## config.mk

```make
export PLATFORM = sky130hd
export DESIGN_NAME = edge_event_arbiter
export DESIGN_NICKNAME = d
export VERILOG_FILES = /design/src/rtl/edge_pkg.sv /design/src/rtl/edge_event_arbiter_rr_arbiter.sv /design/src/rtl/edge_event_arbiter.sv
export SDC_FILE = /design/constraint.sdc
export NUM_CORES = 1
export LEC_CHECK = 0
export CORE_MARGIN = 2
export CORE_UTILIZATION = 54
export DETAILED_ROUTE_END_ITERATION = 6
export HOLD_SLACK_MARGIN = 0.08
export MAX_ROUTING_LAYER = met4
export PLACE_DENSITY = 0.78
export SYNTH_ARGS = -nofsm -noshare
export SYNTH_HDL_FRONTEND = slang
export SYNTH_SLANG_ARGS = --single-unit
```

## constraint.sdc

```tcl
create_clock -name clk -period 4.52 [get_ports clk]
set_clock_uncertainty 0.15 [all_clocks]
set_input_delay 0.678 -clock clk [delete_from_list [all_inputs] [get_ports clk]]
set_output_delay 0.678 -clock clk [all_outputs]
set_load 0.01 [all_outputs]
```

## src/rtl/edge_pkg.sv

```systemverilog
// Shared definitions for the edge event arbiter: channel mode encodings and the
// event payload carried towards the downstream consumer.
package edge_pkg;

  localparam logic [1:0] EDGE_OFF  = 2'b00;
  localparam logic [1:0] EDGE_RISE = 2'b01;
  localparam logic [1:0] EDGE_FALL = 2'b10;
  localparam logic [1:0] EDGE_BOTH = 2'b11;

  // Channel field sized for the largest supported configuration (32 channels).
  localparam int unsigned EVT_CH_W = 5;

  typedef struct packed {
    logic [EVT_CH_W-1:0] ch;
    logic                rising;
  } edge_evt_t;

  function automatic logic mode_has_rise(input logic [1:0] mode);
    return (mode == EDGE_RISE) || (mode == EDGE_BOTH);
  endfunction

  function automatic logic mode_has_fall(input logic [1:0] mode);
    return (mode != EDGE_OFF) && (mode != EDGE_RISE);
  endfunction

endpackage

```

## src/rtl/edge_event_arbiter_rr_arbiter.sv

```systemverilog
// Combinational round-robin pick: first set request scanning last+1, last+2, ...
// modulo N_CH. The rotation pointer itself lives in the parent.
module rr_arbiter #(
  parameter  int unsigned N_CH  = 8,
  localparam int unsigned IDX_W = $clog2(N_CH)
) (
  input  logic [N_CH-1:0]  req,
  input  logic [IDX_W-1:0] last,
  output logic             gnt_valid,
  output logic [IDX_W-1:0] gnt_idx
);

  // Scan farthest-first so the nearest candidate after 'last' overwrites the rest.
  always_comb begin
    int unsigned pos;
    gnt_valid = 1'b0;
    gnt_idx   = '0;
    pos       = 0;
    for (int unsigned k = N_CH; k >= 1; k--) begin
      pos = 32'(last) + k;
      if (pos >= N_CH) begin
        pos = pos - N_CH;
      end
      if (req[pos]) begin
        gnt_valid = 1'b1;
        gnt_idx   = IDX_W'(pos);
      end
    end
  end

endmodule

```

## src/rtl/edge_event_arbiter.sv

```systemverilog
// Per-channel edge detection with one pending event per channel, serialised onto
// a single valid/ready stream by a round-robin scheduler.
module edge_event_arbiter
  import edge_pkg::*;
#(
  parameter  int unsigned N_CH  = 8,
  localparam int unsigned IDX_W = $clog2(N_CH)
) (
  input  logic                clk,
  input  logic                rst_n,
  input  logic [N_CH-1:0]     in,
  input  logic [2*N_CH-1:0]   cfg_mode,
  output logic                evt_valid,
  input  logic                evt_ready,
  output logic [IDX_W-1:0]    evt_ch,
  output logic                evt_edge,
  output logic [N_CH-1:0]     overflow,
  input  logic [N_CH-1:0]     ovf_clr
);

  logic [N_CH-1:0]  in_d;
  logic             primed;
  logic [N_CH-1:0]  pend;
  logic [N_CH-1:0]  pend_edge;
  logic [IDX_W-1:0] rr_last;

  logic [N_CH-1:0]  rise_en;
  logic [N_CH-1:0]  fall_en;
  logic [N_CH-1:0]  rise;
  logic [N_CH-1:0]  fall;
  logic [N_CH-1:0]  det;
  logic [N_CH-1:0]  gnt_mask;
  logic [N_CH-1:0]  pend_kept;
  logic [N_CH-1:0]  accept;
  logic [N_CH-1:0]  ovf_set;
  logic [N_CH-1:0]  pend_nxt;
  logic [N_CH-1:0]  pend_edge_nxt;
  logic [N_CH-1:0]  overflow_nxt;
  logic             load;
  logic             take;
  logic             gnt_valid;
  logic [IDX_W-1:0] gnt_idx;

  // Per-channel mode decode.
  always_comb begin
    rise_en = '0;
    fall_en = '0;
    for (int unsigned i = 0; i < N_CH; i++) begin
      rise_en[i] = mode_has_rise(cfg_mode[2*i +: 2]);
      fall_en[i] = mode_has_fall(cfg_mode[2*i +: 2]);
    end
  end

  // Detection is held off until in_d holds a real sample (priming cycle).
  assign rise = in & ~in_d & rise_en & {N_CH{primed}};
  assign fall = ~in & in_d & fall_en & {N_CH{primed}};
  assign det  = rise | fall;

  rr_arbiter #(
    .N_CH (N_CH)
  ) u_rr_arbiter (
    .req       (pend),
    .last      (rr_last),
    .gnt_valid (gnt_valid),
    .gnt_idx   (gnt_idx)
  );

  assign load = ~evt_valid | evt_ready;
  assign take = load & gnt_valid;

  // Pending/overflow update; a grant this cycle frees the slot for a new detection.
  always_comb begin
    gnt_mask      = take ? (N_CH'(1) << gnt_idx) : '0;
    pend_kept     = pend & ~gnt_mask;
    accept        = det & ~pend_kept;
    ovf_set       = det & pend_kept;
    pend_nxt      = pend_kept | det;
    pend_edge_nxt = (pend_edge & ~accept) | (rise & accept);
    overflow_nxt  = (overflow & ~ovf_clr) | ovf_set;
  end

  always_ff @(posedge clk or negedge rst_n) begin
    if (!rst_n) begin
      in_d      <= '0;
      primed    <= 1'b0;
      pend      <= '0;
      pend_edge <= '0;
      overflow  <= '0;
      evt_valid <= 1'b0;
      evt_ch    <= '0;
      evt_edge  <= 1'b0;
      rr_last   <= IDX_W'(N_CH - 1);
    end else begin
      in_d      <= in;
      primed    <= 1'b1;
      pend      <= pend_nxt;
      pend_edge <= pend_edge_nxt;
      overflow  <= overflow_nxt;
      if (load) begin
        evt_valid <= gnt_valid;
        if (gnt_valid) begin
          evt_ch   <= gnt_idx;
          evt_edge <= pend_edge[gnt_idx];
          rr_last  <= gnt_idx;
        end
      end
    end
  end

endmodule

```

==> flow_metrics.env <==
export IMPL_period_share=0.883
export IMPL_ys_ff_latch=41
export IMPL_status="finished, final reports clean"
export IMPL_final_nets=362
export IMPL_async_flop_share=1.00
export IMPL_maxClockFrequency_ghz=0.251
export IMPL_antenna_found_initial=0
export IMPL_die_h_um=77.8
export IMPL_final_design_area_no_fill_um2=3560
export IMPL_rows=26
export IMPL_h_tree_depth=2
export IMPL_post_route_min_period_ns=3.99
export IMPL_cp_end_kind="flop"
export IMPL_grt_total_usage=0.247
export IMPL_dpl_cell_count=388
export IMPL_fin_setup_tns_ns=0
export IMPL_grt_first_pass_wirelength_mm=11.4
export IMPL_cts_resized=0
export IMPL_start_kind="flop"
export IMPL_critPathArrivalTime_ns=4.03
export IMPL_start_util=0.568
export IMPL_path_clk_slew_ns=0.08
export IMPL_drtPass1Iterations=4
export IMPL_cts_tree="done"
export IMPL_synth_area_per_cell_um2=10.6
export IMPL_postSynthCellCount=278
export IMPL_ys_flop_type="dfrtp_1"
export IMPL_yosysWarnings=0
export IMPL_n_antenna_cell=0
export IMPL_holdBufCountCts=0
export IMPL_cts_max_path_buffers=2
export IMPL_clk_insertion_delay_late_ns=0.30
export IMPL_placed_cell_area_um2=3440
export IMPL_routed_wl_mm=6.64
export IMPL_grt_pass1_vias=2372
export IMPL_cts_setup_buffers=0
export IMPL_setup_viol=0
export IMPL_postRouteAntennaNets=0
export IMPL_post_route_drc_count=0
export IMPL_drv_cap=0
export IMPL_drt_wirelength_per_cell_um=16.8
export IMPL_area_delta_synth_final_pct=21.0
export IMPL_ys_top_cells_by_count="38 x dfrtp_1, 29 x nand2_1, 21 x o21ai_0"
export IMPL_ys_types=65
export IMPL_via_per_inst=6.15
export IMPL_rsz0062_at_grt="false"
export IMPL_crit_type="reg2reg"
export IMPL_required_ns=4.56
export IMPL_tightest_slew_ns=0.873
export IMPL_netlist_top_cell_by_area="dfrtp_1"
export IMPL_vias=2436
export IMPL_netlist_area_um2=2940
export IMPL_yosysMostFrequentCell="dfrtp_1"
export IMPL_crit_fanout=14
export IMPL_seq_area_frac_synth=0.351
export IMPL_drt_initial_drc_count=141
export IMPL_cts_sinks=41
export IMPL_synth_edff_count=0
export IMPL_core_um2=5170
export IMPL_instances_no_fill=396
export IMPL_numCtsBuffers=5
export IMPL_worst_hold_path_type="in2async"
export IMPL_drive_gt1_frac=0.153
export IMPL_port_buffer_count=47
export IMPL_finalHoldViolCount=0
export IMPL_hpwl_mm=5.00
export IMPL_hold_slack_ns=0.340
export IMPL_clockRootBuffer="clkbuf_8"
export IMPL_fp_dieW_um=77.8
export IMPL_slew_violations=0
export IMPL_fp_dieArea_um2=6050
export IMPL_synth_area_leaders="dfrtp_1 32%, mux4_2 7.7%, mux4_1 5.4%, mux2i_1 5.1%, nand2_1 3.7%"
export IMPL_gr_total_overflow=0
export IMPL_synth_fp_nets=315
export IMPL_grt_max_degree=42
export IMPL_fillers=432
export IMPL_synth_top_area_share=0.324
export IMPL_maxSlewHeadroom=0.418
export IMPL_io_pins=48
export IMPL_gp_congestion=0.977
[stage by stage]
stage	utilization	setup WS, ns
finish	0.687	0.530
global route	0.687	0.285
CTS	0.687	0.542
detailed placement	0.664	0.561
global placement	0.664	0.655
floorplan	-	0.896
[per-layer routing]
metal / part of all wire / wire length (µm) / GRT usage
met1: 0.44 / 2920 / 0.322
met2: 0.48 / 3180 / 0.391
met3: 0.051 / 341 / 0.0430
met4: 0.030 / 201 / 0.0893
met5: 0 / 0 / -
[final timing paths]
check,cells after the start,end,start,slack (ns)
min,1,in_d[5],rst_n,0.34
max reg2reg,11,flop,rr_last[0],0.53
max in group asynchronous,1,async pin,rst_n,3.33
min in group clk,2,evt_ch[1],evt_ch[1],0.34
max,11,flop,rr_last[0],0.53
min reg2reg,2,evt_ch[1],evt_ch[1],0.34
[worst max-delay path, cell delays in order, from the launching register on]
cell and delay [ns]:
dfstp_2 0.71, inv_1 0.21, ha_1 0.65, inv_1 0.28, mux4_2 0.38, o211a_1 0.25
o21ai_2 0.21, nand3_2 0.14, o21a_1 0.21, o21ai_1 0.31, nand3_1 0.13, a32o_2 0.26
[cell type report]
type	instances	area [µm²]	share of cell area
well taps	70	87.6	0.0246
repair buffers	50	488	0.137
clock inverters	2	37.5	0.0106
inverters	14	52.6	0.0148
multi-input cells	213	1780	0.500
flip-flops and latches	41	1030	0.290
clock buffers	6	82.6	0.0232
[cells in the final DEF, fill, tap and decap left out, types with 2 or more instances in the layout]
cell              n
nor2_1           19
o221ai_1          3
mux4_1            6
o22ai_1          12
nor2b_1           2
and3b_1           8
o21a_1            4
nor3_1            5
o21ai_1           6
or2_1             2
mux2i_1          15
clkbuf_8          6
inv_1            14
mux4_2           10
dfstp_2           3
nand2b_1          2
ha_1              2
xnor2_1           2
buf_4             3
a31oi_1           6
dfrtp_1          38
o21ai_0          21
a31o_1            2
a211oi_1          2
a21oi_1           4
nand3_2           2
nand3_1           5
a21oi_2           2
nand2_1          29
mux2_4            4
clkdlybuf4s50_1  46
a32o_1            4
mux2_2            2
nor3b_1           2
a22oi_1           2
[kinds of logic (layout without fill, tap and decap cells)]
family	Yosys count	count (layout)	share of synthesized area
AO/OA/AOI/OAI	83	83	0.201
AND/OR/NAND/NOR	83	83	0.148
flip-flops	41	41	0.351
multiplexers	39	39	0.222
buffers and inverters	24	72	0.0443
XOR/XNOR	5	5	0.0239
adder cells (fa/ha/maj)	2	2	0.00852
other	1	1	0.00128
Power is left out: the tool's default activity adds up to more than one toggle a clock period on the data nets, which glitch-free logic cannot reach.
